`src/rtl/tile_reader.sv`:
```
// ============================================================================
// tile_reader
// ----------------------------------------------------------------------------
// Reads one 5x5 cell of a pixel framebuffer and rebuilds it as a 25-bit
// bitmap. A cell at grid position (x_in, y_in) covers the pixels whose
// top-left corner is (x_in*5, y_in*5). Both coordinates are truncated to the
// width of the framebuffer address ports, so cells at the right and bottom
// edges wrap around silently.
//
// Operation: IDLE -> READ (25 reads, one per cycle, row-major) -> DRAIN
// (waits READ_LATENCY cycles for the last samples to return) -> DONE (one
// cycle done pulse, results published) -> IDLE.
//
// Parameters
//   READ_LATENCY   cycles from rd_en to valid rd_data; legal values 1..3
//
// Configuration macro
//   TILE_READER_MATCH_EN
//     defined   : a pixel is set when rd_data == match_colour
//     undefined : a pixel is set when rd_data != 0 (match_colour ignored)
//
// Ports
//   clock         in   1   system clock, rising edge
//   reset_n       in   1   synchronous, active-low reset
//   start         in   1   request to read one cell (accepted only in IDLE)
//   x_in          in   8   grid column of the cell
//   y_in          in   7   grid row of the cell
//   match_colour  in   3   colour that counts as a set pixel
//   rd_en         out  1   framebuffer read strobe
//   rd_x          out  8   pixel x of the read (holds when rd_en is low)
//   rd_y          out  7   pixel y of the read (holds when rd_en is low)
//   rd_data       in   3   pixel colour, valid READ_LATENCY cycles after rd_en
//   busy          out  1   high while reading or draining
//   done          out  1   one-cycle completion pulse
//   shape         out  25  bitmap; pixel k = 5*row + col lands in shape[24-k]
//   any_hit       out  1   OR of all shape bits
// ============================================================================
module tile_reader #(
    parameter int READ_LATENCY = 1
) (
    input  logic        clock,
    input  logic        reset_n,
    input  logic        start,
    input  logic [7:0]  x_in,
    input  logic [6:0]  y_in,
    input  logic [2:0]  match_colour,
    output logic        rd_en,
    output logic [7:0]  rd_x,
    output logic [6:0]  rd_y,
    input  logic [2:0]  rd_data,
    output logic        busy,
    output logic        done,
    output logic [24:0] shape,
    output logic        any_hit
);

    localparam logic [4:0] LAST_PIXEL = 5'd24;
    localparam logic [2:0] LAST_COL   = 3'd4;
    localparam logic [1:0] DRAIN_LAST = 2'(READ_LATENCY - 1);

    typedef enum logic [1:0] {
        IDLE  = 2'd0,
        READ  = 2'd1,
        DRAIN = 2'd2,
        DONE  = 2'd3
    } state_t;

    state_t      state;
    state_t      state_next;

    // Control decoded from the current state.
    logic        accept;        // start taken this cycle
    logic        publish;       // last DRAIN cycle: results move to shape

    // Cell origin and scan position.
    logic [7:0]  base_x;
    logic [6:0]  base_y;
    logic [2:0]  col;
    logic [2:0]  row;
    logic [4:0]  pixel_idx;     // 5*row + col of the read being issued
    logic [1:0]  drain_cnt;

    // Issue tags travelling alongside the framebuffer latency, so each
    // returning sample knows which bitmap bit it belongs to.
    logic        pipe_valid [READ_LATENCY];
    logic [4:0]  pipe_idx   [READ_LATENCY];

    logic        sample_bit;
    logic [24:0] assembly;      // bitmap under construction
    logic [24:0] assembly_next;

    // ------------------------------------------------------------------------
    // Pixel classification
    // ------------------------------------------------------------------------
`ifdef TILE_READER_MATCH_EN
    assign sample_bit = (rd_data == match_colour);
`else
    assign sample_bit = (rd_data != 3'b000);

    // match_colour has no function in this build.
    logic unused_match_colour;
    assign unused_match_colour = ^match_colour;
`endif

    // ------------------------------------------------------------------------
    // State register
    // ------------------------------------------------------------------------
    // NOTE: every clocked process uses non-blocking assignments so all
    // registers update from the same pre-edge values.
    always_ff @(posedge clock) begin
        if (!reset_n) begin
            state <= IDLE;
        end else begin
            state <= state_next;
        end
    end

    // ------------------------------------------------------------------------
    // Next-state and output decode
    // ------------------------------------------------------------------------
    // NOTE: every signal written here gets a default first, so no path
    // through the case can leave one unassigned and infer a latch.
    always_comb begin
        state_next = state;
        rd_en      = 1'b0;
        busy       = 1'b0;
        done       = 1'b0;
        accept     = 1'b0;
        publish    = 1'b0;

        case (state)
            IDLE: begin
                if (start) begin
                    accept     = 1'b1;
                    state_next = READ;
                end
            end
            READ: begin
                rd_en = 1'b1;
                busy  = 1'b1;
                if (pixel_idx == LAST_PIXEL) begin
                    state_next = DRAIN;
                end
            end
            DRAIN: begin
                busy = 1'b1;
                if (drain_cnt == DRAIN_LAST) begin
                    publish    = 1'b1;
                    state_next = DONE;
                end
            end
            DONE: begin
                // start is deliberately not looked at here; a held start is
                // taken on the following IDLE cycle.
                done       = 1'b1;
                state_next = IDLE;
            end
            default: begin
                state_next = IDLE;
            end
        endcase
    end

    // ------------------------------------------------------------------------
    // Scan counters and cell origin
    // ------------------------------------------------------------------------
    // The counters stop on the last pixel instead of wrapping, so rd_x/rd_y
    // keep showing the final address while rd_en is low.
    always_ff @(posedge clock) begin
        if (!reset_n) begin
            base_x    <= '0;
            base_y    <= '0;
            col       <= '0;
            row       <= '0;
            pixel_idx <= '0;
            drain_cnt <= '0;
        end else if (accept) begin
            // The products are taken at port width, which is the intended
            // modulo-256 / modulo-128 wrap.
            base_x    <= x_in * 8'd5;
            base_y    <= y_in * 7'd5;
            col       <= '0;
            row       <= '0;
            pixel_idx <= '0;
            drain_cnt <= '0;
        end else begin
            if (state == READ && pixel_idx != LAST_PIXEL) begin
                pixel_idx <= pixel_idx + 5'd1;
                if (col == LAST_COL) begin
                    col <= '0;
                    row <= row + 3'd1;
                end else begin
                    col <= col + 3'd1;
                end
            end
            if (state == DRAIN) begin
                drain_cnt <= drain_cnt + 2'd1;
            end
        end
    end

    assign rd_x = base_x + {5'b00000, col};
    assign rd_y = base_y + {4'b0000, row};

    // ------------------------------------------------------------------------
    // Issue-tag pipeline matching the framebuffer latency
    // ------------------------------------------------------------------------
    // NOTE: this small pipeline is reset on purpose: clearing the valid bits
    // is what throws away samples still in flight when reset hits mid-read.
    always_ff @(posedge clock) begin
        if (!reset_n) begin
            for (int i = 0; i < READ_LATENCY; i++) begin
                pipe_valid[i] <= 1'b0;
                pipe_idx[i]   <= '0;
            end
        end else begin
            pipe_valid[0] <= rd_en;
            pipe_idx[0]   <= pixel_idx;
            for (int i = 1; i < READ_LATENCY; i++) begin
                pipe_valid[i] <= pipe_valid[i-1];
                pipe_idx[i]   <= pipe_idx[i-1];
            end
        end
    end

    // ------------------------------------------------------------------------
    // Bitmap assembly
    // ------------------------------------------------------------------------
    // The newest sample is merged combinationally so the final bitmap can be
    // published on the same edge that captures the last returning pixel.
    always_comb begin
        assembly_next = assembly;
        if (pipe_valid[READ_LATENCY-1]) begin
            assembly_next[LAST_PIXEL - pipe_idx[READ_LATENCY-1]] = sample_bit;
        end
    end

    always_ff @(posedge clock) begin
        if (!reset_n) begin
            assembly <= '0;
        end else if (accept) begin
            assembly <= '0;
        end else begin
            assembly <= assembly_next;
        end
    end

    // Published results only change on entry to DONE and hold until the next
    // operation completes, whatever happens to the assembly register.
    always_ff @(posedge clock) begin
        if (!reset_n) begin
            shape   <= '0;
            any_hit <= 1'b0;
        end else if (publish) begin
            shape   <= assembly_next;
            any_hit <= |assembly_next;
        end
    end

endmodule
```
`config.mk`:
```
export PLATFORM = sky130hd
export DESIGN_NAME = tile_reader
export DESIGN_NICKNAME = d
export VERILOG_FILES = /design/src/rtl/tile_reader.sv
export SDC_FILE = /design/constraint.sdc
export NUM_CORES = 1
export LEC_CHECK = 0
export CAP_MARGIN = 25
export CORE_ASPECT_RATIO = 1.75
export CORE_MARGIN = 5
export CORE_UTILIZATION = 59
export DETAILED_ROUTE_END_ITERATION = 8
export HOLD_SLACK_MARGIN = 0.08
export MAX_ROUTING_LAYER = met4
export PLACE_DENSITY = 0.85
export RECOVER_POWER = 25
export SLEW_MARGIN = 20
export SYNTH_ARGS = -nofsm -noshare
export SYNTH_HDL_FRONTEND = slang
export SYNTH_SLANG_ARGS = --single-unit
```
`constraint.sdc`:
```
create_clock -name clock -period 3.1 [get_ports clock]
set_input_delay 0.62 -clock clock [delete_from_list [all_inputs] [get_ports clock]]
set_output_delay 0.62 -clock clock [all_outputs]
set_load 0.02 [all_outputs]
```
==> results by group, run 1 <==
STA
  • # setup viols final: 0
  • Slew Viols, Final: 0
  • Final Hold Fails: 0
  • Setup TNS: 0 ns
  • Period utilization: 0.9353
  • Clock period minus worst slack: 2.899 ns
  • Worst-Margin Slew: 0.8690 ns
  • Fmax: 344.9 MHz
  • Max_slew headroom: 0.4207
  • Final setup skew: 0.007319 ns
  • RSZ-0062 raised after global routing: no

Yosys
  • Synthesized Nets: 613
  • Ys flop type: dfxtp_1
  • Synthesis-stage register bit count: 87
  • Ys async rst share: 0
  • Mapped Avg Cell Area: 8.455 sq um
  • Mapped Area: 0.004667 sq mm
  • Synth Instances: 552
  • Sequential area share after synthesis: 0.3732
  • Unique cell type count in the Yosys netlist: 51
  • Yosys warnings: 0
  • Number of flops mapped to enable cells by yosys: 0

Routing
  • Vias per cell: 5.904
  • Drt drc: 0
  • Post-route antenna net violation count: 0
  • DRT Pass-1 Iters: 5
  • Iter 0 DRT Violations: 415
  • WL final: 11420 microns
  • Vias: 4127
  • Wire per inst: 16.33 microns

Setup path
  • Instance count on the critical path: 6
  • Buf/Inv on CP: 1
  • Crit path DAT: 2.28 ns
  • CP Class: flop to output port
  • Worst Reg-to-Reg Cells: 6
  • Family with the most delay on the worst path: buffers and inverters
  • Worst setup SP type: flop
  • Worst path required time: 2.48 ns
  • CP endpoint kind: output port
  • Crit-path cells: ha_1 > a21o_1 > a21oi_1 > nor2_1 > xor2_1 > clkdlybuf4s50_1
  • Slowest Stage Delay on Critical Path: 0.64 ns
  • Slowest cell on the critical path: clkdlybuf4s50_1
  • Crit-path max FO: 4

Finish
  • Most frequent cells in the layout: nor2_1, dfxtp_1, nand2_1, clkdlybuf4s50_1, ha_1
  • Most common cell after layout, fill and taps aside: nor2_1
  • Nets: 666
  • Filler Cell Count: 605
  • Layout area overhead: 20.99%
  • Cell area after layout: 0.005647 sq mm
  • Antenna fix cells: 0
  • Share of cells above drive strength 1: 0.05090

Clock network
  • TritonCTS Buffers: 9
  • Worst-Skew Late Latency: 0.34 ns
  • Clk slew on worst S/H paths: 0.06 ns
  • CTS tree: done
  • CTS Root Cell: clkbuf_16
  • Maximum clock insertion buffer count: 2
  • H-Tree Depth: 3
  • Clock Sinks: 87

Power
  • Pleak: 2.355 nW
  • Max VDD drop: 0.0003921 V
  • Pwr dens: 603.9 mW/mm^2
  • Total power: 3.410 mW

Min path
  • Hold depth: 2
  • Hold Path Class: flop to flop

Floorplan
  • FP Rows: 43
  • Initial Util: 0.5941
  • Die height: 127.7 microns
  • Ports: 68
  • Core area: 0.007855 sq mm
  • Die width: 77.23 microns
  • Die ar.: 0.009859 sq mm

Placement
  • Placer congestion estimate: 0.9000
  • HPWL after DPL: 8501 microns
  • IO buf count: 64
  • DP Area: 0.005354 sq mm

GRT
  • Largest net degree at the start of global routing: 52
  • Grt ovf: 0
  • Vias in the first global route: 4202
  • First-pass GRT wire length: 18700 microns
  • Antenna violations before repair: 0
  • GR Util All Layers: 0.2416

Flow run
  • Max cap viols: 0

Run status
  • Outcome: finished, final reports clean
flip-flops by register name, indices dropped and copies added, names as in the netlist:
name / count
assembly: 25
pipe_idx: 5
row: 3
pixel_idx: 5
base_x: 8
col: 3
drain_cnt: 2
any_hit: 1
shape: 25
pipe_valid: 1
state: 2
base_y: 7
where the power goes:
part           internal, mW  total, mW  switching (mW)
combinational         0.405       1.02           0.611
clock                 0.625       1.07           0.447
sequential             1.21       1.32           0.112
cell usage after synthesis (9+ instances only):
cell,count,share of area
a21boi_0,11,0.018
a21oi_1,28,0.030
and2_1,13,0.017
clkbuf_1,22,0.018
dfxtp_1,87,0.37
ha_1,33,0.088
inv_1,19,0.015
mux2i_1,26,0.056
nand2_1,64,0.051
nand3_1,16,0.017
nor2_1,88,0.071
o21a_1,11,0.018
o21ai_0,15,0.016
xnor2_1,20,0.038
xor2_1,9,0.017
cell families after synthesis:
logic type | Yosys count | synth area share
flops | 87 | 0.3732
xor+xnor | 29 | 0.05442
buf+inv | 51 | 0.04477
simple gates | 221 | 0.2196
compound gates | 98 | 0.1394
mux | 29 | 0.06300
fa+ha+maj | 37 | 0.1056
worst min-delay path: stages, from the launching register on:
cell	delay, ns
dfxtp_1	0.32
nand2_1	0.06
a21oi_1	0.05
repair_timing:
item,in CTS,in global routing
hold buffers,0,0
endpoints found under the setup margin,3,2
gates resized for setup,3,3
buffers inserted,0,0
final cells by class:
class,instances,area (sq um),share of cell area
clock buffers,9,225.2,0.03988
multi-input cells,414,2716,0.4811
repair buffers,73,703.2,0.1245
clock inverters,6,71.32,0.01263
inverters,20,75.07,0.01329
well taps,90,112.6,0.01994
flip-flops and latches,87,1743,0.3087
layer usage:
layer | vias to the layer above | wire length, microns | track usage
met3 | 59 | 733 | 0.04430
met1 | 1884 | 3938 | 0.2350
li1 | 1997 | - | -
met5 | - | 0 | -
met2 | 187 | 6221 | 0.4399
met4 | 0 | 526 | 0.1366
stage by stage:
stage               setup WS [ns]  instances    util  hold WS (ns)
floorplan                  0.8726        552       -        0.4444
global placement           0.3329        684  0.6816        0.4554
detailed placement         0.2672        684  0.6816        0.4619
CTS                       0.03199        699  0.7189        0.4708
global route              0.06234        699  0.7189        0.4997
finish                     0.2006        699  0.7189        0.4692
path summary, 6_finish.rpt:
path	start	to	slack, ns
worst max-delay path	col[1]$_SDFFE_PP0P_	rd_x[5]	0.20
worst min-delay path	base_y[6]$_SDFFE_PN0P_	base_y[6]$_SDFFE_PN0P_	0.47
worst max register to register	pipe_idx[0][0]$_SDFF_PN0_	any_hit$_SDFFE_PN0P_	0.54
worst min register to register	base_y[6]$_SDFFE_PN0P_	base_y[6]$_SDFFE_PN0P_	0.47
No activity file was read; power rests on OpenSTA's default activity.
==> inputs of run 2 (changes only) <==
--- a/config.mk
+++ b/config.mk
@@ -8,11 +8,12 @@
 export CAP_MARGIN = 25
 export CORE_ASPECT_RATIO = 1.75
 export CORE_MARGIN = 5
-export CORE_UTILIZATION = 59
+export CORE_UTILIZATION = 64
 export DETAILED_ROUTE_END_ITERATION = 8
+export DONT_BUFFER_PORTS = 1
 export HOLD_SLACK_MARGIN = 0.08
 export MAX_ROUTING_LAYER = met4
-export PLACE_DENSITY = 0.85
+export PLACE_DENSITY = 0.79
 export RECOVER_POWER = 25
 export SLEW_MARGIN = 20
 export SYNTH_ARGS = -nofsm -noshare
==> run 2 against run 1 <==
Compared with the run above: fmax rose by 2.7%; combinational power fell by 17%; clock skew fell by 0.0046 ns; sequential share of layout area rose by 4.2 points; total power fell by 7.3%; core utilization fell by 2.8 points; flip-flop and latch count did not move.
==> results by group, run 2 (synthesis gave the netlist of run 1 again) <==
STA
  • Worst-Margin Slew: 0.8013 ns (-0.06768 ns)
  • Final setup skew: 0.002709 ns (-0.004610 ns)
  • Period utilization: 0.9104 (-0.02491)
  • Fmax: 354.3 MHz (+2.7%)
  • Setup TNS: 0 ns (unchanged)
  • RSZ-0062 raised after global routing: no
  • Hold slack: 0.4144 ns (-0.05479 ns)
  • Max_slew headroom: 0.4625 (+0.04182)
  • # setup viols final: 0 (unchanged)
  • Final Hold Fails: 0 (unchanged)
  • Slew Viols, Final: 0 (unchanged)
  • Worst setup margin: 0.2778 ns (+0.07722 ns)
  • Clock period minus worst slack: 2.822 ns (-0.07722 ns)

Power
  • Max VDD drop: 0.0005199 V (+33%)
  • Net switching power: 1.071 mW (-8.5%)
  • Pwr dens: 637.4 mW/mm^2 (+5.6%)
  • Switching share of power: 0.3388 (-0.004394)
  • Cell Int Power: 2.091 mW (-6.6%)
  • Combinational share of power: 0.266 (-0.032)
  • Pleak: 2.047 nW (-13%)
  • Proportion of power drawn by the clock network: 0.314 (about the same)
  • Sequential share of power: 0.420 (+0.032)

Clock network
  • Gates resized, CTS repair: 0 (-3)
  • Clock Sinks: 87 (unchanged)
  • Hold_buf cts: 0 (unchanged)
  • CTS tree: done
  • Post-CTS Setup Bufs: 0 (unchanged)
  • Maximum clock insertion buffer count: 2 (unchanged)
  • TritonCTS Buffers: 9 (unchanged)
  • Worst-Skew Late Latency: 0.33 ns (about the same)
  • CTS Root Cell: clkbuf_16
  • Clk slew on worst S/H paths: 0.06 ns (about the same)
  • H-Tree Depth: 3 (unchanged)

Floorplan
  • Initial Util: 0.6498 (+0.05569)
  • Ports: 68 (unchanged)
  • Die width: 74.55 microns (-3.5%)
  • FP Rows: 41 (-4.7%)
  • Die height: 123.0 microns (-3.7%)
  • Die ar.: 0.009167 sq mm (-7.0%)
  • Core area: 0.007182 sq mm (-8.6%)

Finish
  • Antenna fix cells: 0 (unchanged)
  • Share of cells above drive strength 1: 0.04621 (-0.004692)
  • Filler Cell Count: 573 (-5.3%)
  • Nets: 600 (-9.9%)
  • Most frequent cells in the layout: nor2_1, dfxtp_1, nand2_1, ha_1, a21oi_1
  • Biggest regs: assembly x25, shape x25, base_x x8
  • Most common cell after layout, fill and taps aside: nor2_1
  • Layout area overhead: 6.300%

Setup path
  • Reg-to-Reg Start: pipe_idx[0][3]$_SDFF_PN0_
  • Crit-path max FO: 4 (unchanged)
  • CP Class: flop to output port
  • Worst Setup SP: col[0]$_SDFFE_PP0P_
  • Slowest cell on the critical path: xnor2_1
  • CP endpoint kind: output port
  • Crit path DAT: 2.20 ns (-0.08 ns)
  • FF-to-FF setup slack: 0.58 ns (+0.04 ns)
  • Worst Reg-to-Reg Cells: 6 (unchanged)
  • Instance count on the critical path: 6 (unchanged)
  • Slowest Stage Delay on Critical Path: 0.46 ns (-0.18 ns)
  • Worst R2R End: any_hit$_SDFFE_PN0P_
  • Worst setup SP type: flop
  • Worst path required time: 2.48 ns (about the same)
  • Buf/Inv on CP: 1 (unchanged)
  • Family with the most delay on the worst path: adder cells
  • Critical Path Sink: rd_x[6]
  • Crit-path cells: ha_1 > inv_1 > fa_1 > nor2b_1 > o2111ai_1 > xnor2_1

Routing
  • Vias: 3783 (-8.3%)
  • Vias per cell: 6.033 (+2.2%)
  • WL final: 10810 microns (-5.4%)
  • Wire per inst: 17.23 microns (+5.5%)
  • Post-route antenna net violation count: 0 (unchanged)
  • Iter 0 DRT Violations: 434 (+4.6%)
  • Drt drc: 0 (unchanged)
  • DRT Pass-1 Iters: 5 (unchanged)

GRT
  • Grt ovf: 0 (unchanged)
  • Largest net degree at the start of global routing: 52 (unchanged)
  • First-pass GRT wire length: 18290 microns (-2.2%)
  • Vias in the first global route: 3953 (-5.9%)
  • GR Util All Layers: 0.2654 (+0.02374)
  • Antenna violations before repair: 0 (unchanged)

Placement
  • Placer congestion estimate: 0.9195 (+2.2%)
  • Worst slack, placed: 0.5974 ns (+0.3302 ns)
  • IO buf count: 0 (-100%)
  • HPWL after DPL: 8110 microns (-4.6%)

Flow run
  • Max cap viols: 0 (unchanged)

Run status
  • Outcome: finished, final reports clean

Min path
  • Hold Path Class: input port to flop
[run 2: final cells by class]
class	instances	area (sq um)	area share
clock buffer	11	232.7	0.04691
clock inverter	2	35.03	0.007062
inverter	20	75.07	0.01513
multi-input combinational	414	2716	0.5475
sequential	87	1742	0.3511
tap	86	107.6	0.02169
timing repair buffer	7	52.55	0.01059
[run 2: worst min path at each step]
stage	start	endpoint	slack, ns	cells past startpoint
floorplan	base_x[7]$_SDFFE_PN0P_	base_x[7]$_SDFFE_PN0P_	0.44	2
global placement	base_x[7]$_SDFFE_PN0P_	base_x[7]$_SDFFE_PN0P_	0.45	2
detailed placement	base_y[6]$_SDFFE_PN0P_	base_y[6]$_SDFFE_PN0P_	0.47	2
CTS	reset_n	shape[17]$_SDFFE_PN0P_	0.40	1
global route	reset_n	any_hit$_SDFFE_PN0P_	0.41	1
finish	reset_n	shape[22]$_SDFFE_PN0P_	0.41	1
[run 2: metrics by stage]
| step | power [mW] | cells | utilization | instance area, sq um |
|---|---|---|---|---|
| after floorplan | 2.020 | 552 | - | 4667 |
| after global placement | 2.162 | 614 | 0.6535 | 4693 |
| after detailed placement | 2.199 | 614 | 0.6535 | 4693 |
| after CTS | 3.188 | 627 | 0.6908 | 4961 |
| after global routing | 3.348 | 627 | 0.6908 | 4961 |
| final | 3.162 | 627 | 0.6908 | 4961 |
[run 2: routing by layer]
layer	track usage	wire [microns]	up-vias	share of wire
li1	-	-	1867	-
met1	0.2584	3697	1762	0.34
met2	0.4581	6079	123	0.56
met3	0.06428	648	31	0.060
met4	0.1659	380	0	0.035
met5	-	0	-	0
[run 2: power by group through the flow]
stage / combinational, mW / sequential, mW / clock (mW)
2_1_floorplan: 0.717 / 1.30 / 0
3_3_place_gp: 0.818 / 1.34 / 0
3_5_place_dp: 0.849 / 1.35 / 0
4_1_cts: 0.851 / 1.33 / 1.01
5_1_grt: 0.937 / 1.34 / 1.07
6_report: 0.842 / 1.33 / 0.993
==> inputs of run 3 (changes only) <==
--- a/config.mk
+++ b/config.mk
@@ -11,6 +11,7 @@
 export CORE_UTILIZATION = 64
 export DETAILED_ROUTE_END_ITERATION = 8
 export DONT_BUFFER_PORTS = 1
+export GPL_ROUTABILITY_DRIVEN = 0
 export HOLD_SLACK_MARGIN = 0.08
 export MAX_ROUTING_LAYER = met4
 export PLACE_DENSITY = 0.79
==> run 3 against run 2 <==
Compared with the run above: cell count is 0.32% higher; die area stayed put; sequential share of layout area is 0.32 points lower; flip-flop and latch count stayed put; critical path depth stayed put; sequential power hardly changed; wire length is 0.42% lower; combinational power is 1% higher; setup slack better by 0.0079 ns; hold slack worse by 0.013 ns; global-route usage is 0.11 points lower; first-iteration DRC count is 34% lower; critical endpoint is now rd_y[6]; largest power group unchanged.
==> results by group, run 3 (synthesis gave the netlist of run 1 again) <==
Setup path
  • CP endpoint kind: output port
  • Slowest cell on the critical path: xnor2_1
  • Slowest Stage Delay on Critical Path: 0.48 ns (+0.02 ns)
  • Family with the most delay on the worst path: adder cells
  • CP Class: flop to output port
  • Crit-path cells: ha_1 > inv_1 > fa_1 > nor2b_1 > o2111ai_1 > xnor2_1
  • Worst R2R End: any_hit$_SDFFE_PN0P_
  • Buf/Inv on CP: 1 (unchanged)
  • Worst setup SP type: flop
  • Crit path DAT: 2.19 ns (about the same)
  • Worst Reg-to-Reg Cells: 6 (unchanged)
  • Crit-path max FO: 3 (-1)
  • Worst path required time: 2.48 ns (about the same)
  • FF-to-FF setup slack: 0.54 ns (-0.04 ns)
  • Reg-to-Reg Start: pipe_idx[0][3]$_SDFF_PN0_

STA
  • Final Hold Fails: 0 (unchanged)
  • Max_slew headroom: 0.4480 (-0.01447)
  • # setup viols final: 0 (unchanged)
  • Clock period minus worst slack: 2.814 ns (-0.007858 ns)
  • Setup TNS: 0 ns (unchanged)
  • Worst-Margin Slew: 0.8229 ns (+0.02158 ns)
  • Period utilization: 0.9079 (-0.002535)
  • Slew Viols, Final: 0 (unchanged)
  • Fmax: 355.3 MHz (+0.28%)
  • Final setup skew: 0.005376 ns (+0.002666 ns)
  • RSZ-0062 raised after global routing: no

Placement
  • IO buf count: 0 (unchanged)
  • HPWL after DPL: 7826 microns (-3.5%)
  • Cells after DPL: 613 (-0.16%)
  • DP Area: 0.004686 sq mm (-0.16%)

GRT
  • Antenna violations before repair: 0 (unchanged)
  • Largest net degree at the start of global routing: 52 (unchanged)
  • First-pass GRT wire length: 18230 microns (-0.31%)
  • Vias in the first global route: 3980 (+0.68%)
  • Grt ovf: 0 (unchanged)
  • GR Util All Layers: 0.2642 (-0.001145)

Floorplan
  • Initial Util: 0.6498 (unchanged)
  • Ports: 68 (unchanged)
  • Die ar.: 0.009167 sq mm (unchanged)
  • Die height: 123.0 microns (unchanged)
  • FP Rows: 41 (unchanged)
  • Die width: 74.55 microns (unchanged)
  • Core area: 0.007182 sq mm (unchanged)

Clock network
  • Gates resized, CTS repair: 0 (unchanged)
  • TritonCTS Buffers: 9 (unchanged)
  • CTS Root Cell: clkbuf_16
  • Maximum clock insertion buffer count: 2 (unchanged)
  • Post-CTS Setup Bufs: 0 (unchanged)
  • Clock Sinks: 87 (unchanged)
  • H-Tree Depth: 3 (unchanged)
  • Clk slew on worst S/H paths: 0.07 ns (about the same)
  • Worst-Skew Late Latency: 0.34 ns (about the same)
  • Hold_buf cts: 0 (unchanged)
  • CTS tree: done

Routing
  • Post-route antenna net violation count: 0 (unchanged)
  • Iter 0 DRT Violations: 288 (-34%)
  • Wire per inst: 17.11 microns (-0.73%)
  • Vias per cell: 6.091 (+0.95%)
  • Drt drc: 0 (unchanged)
  • Vias: 3831 (+1.3%)
  • WL final: 10760 microns (-0.42%)
  • DRT Pass-1 Iters: 7 (+2)

Power
  • Pleak: 2.059 nW (+0.60%)
  • Pwr dens: 666.9 mW/mm^2 (+4.6%)
  • Max VDD drop: 0.0005817 V (+12%)

Finish
  • Reg area: 0.001742 sq mm (unchanged)
  • Share of cells above drive strength 1: 0.05341 (+0.007196)
  • Antenna fix cells: 0 (unchanged)
  • Filler Cell Count: 593 (+3.5%)
  • Layout area overhead: 7.292%
  • Biggest regs: assembly x25, shape x25, base_x x8
  • Cell area after layout: 0.005007 sq mm (+0.93%)
  • Nets: 599 (-0.17%)
  • Final non-filler cell total: 629 (+0.32%)
  • Multi-input logic area: 0.002716 sq mm (unchanged)
  • Most common cell after layout, fill and taps aside: nor2_1
  • Most frequent cells in the layout: nor2_1, dfxtp_1, nand2_1, ha_1, a21oi_1

Run status
  • Outcome: finished, final reports clean

Min path
  • Min-Delay Endpoint: shape[11]$_SDFFE_PN0P_
  • Hold depth: 1 (unchanged)
  • Hold_sp: reset_n
  • Hold Path Class: input port to flop

Flow run
  • Max cap viols: 0 (unchanged)
run 3: routing by layer:
metal	up-vias	share of wire	wire, microns	GRT usage
li1	1866	-	-	-
met1	1810	0.35	3753	0.2564
met2	118	0.55	5958	0.4697
met3	37	0.055	597	0.06509
met4	0	0.042	450	0.1381
met5	-	0	0	-
run 3: worst max path at each step:
stage                        startpoint              endpoint  slack, ns  cells after the start
global placement             rd_data[1]  any_hit$_SDFFE_PN0P_       0.63                      5
detailed placement           rd_data[1]  any_hit$_SDFFE_PN0P_       0.58                      5
global route        col[0]$_SDFFE_PP0P_               rd_x[6]       0.17                      6
CTS                 row[0]$_SDFFE_PP0P_               rd_y[6]       0.30                      6
floorplan           col[0]$_SDFFE_PP0P_               rd_x[6]       0.87                      6
finish              row[0]$_SDFFE_PP0P_               rd_y[6]       0.29                      6
run 3: metrics by stage:
stage / setup slack (ns) / power [mW] / hold WS [ns] / utilization
after CTS: 0.2952 / 3.348 / 0.3978 / 0.6972
after floorplan: 0.8726 / 2.020 / 0.4444 / -
final: 0.2856 / 3.339 / 0.4011 / 0.6972
after global routing: 0.1748 / 3.516 / 0.3993 / 0.6972
after detailed placement: 0.5831 / 2.190 / 0.4619 / 0.6524
after global placement: 0.6280 / 2.157 / 0.4525 / 0.6524
run 3: layout make-up:
type,count,area share
inverter,20,0.01499
clock buffer,9,0.04498
multi-input combinational,414,0.5425
sequential,87,0.3478
timing repair buffer,6,0.008996
clock inverter,7,0.01924
tap,86,0.02149
run 3: power by group:
part | switching, mW | total [mW] | internal, mW
Sequential | 0.121 | 1.33 | 1.21
Combinational | 0.576 | 0.850 | 0.273
Clock | 0.453 | 1.16 | 0.707
run 3: worst register-to-register path: cells and delay by family, from the launching register on:
| kind | cells | cell delay [ns] |
|---|---|---|
| and+or+nand+nor | 4 | 1.13 |
| AOI/OAI and AO/OA | 2 | 0.62 |
| DFF | 1 | 0.70 |
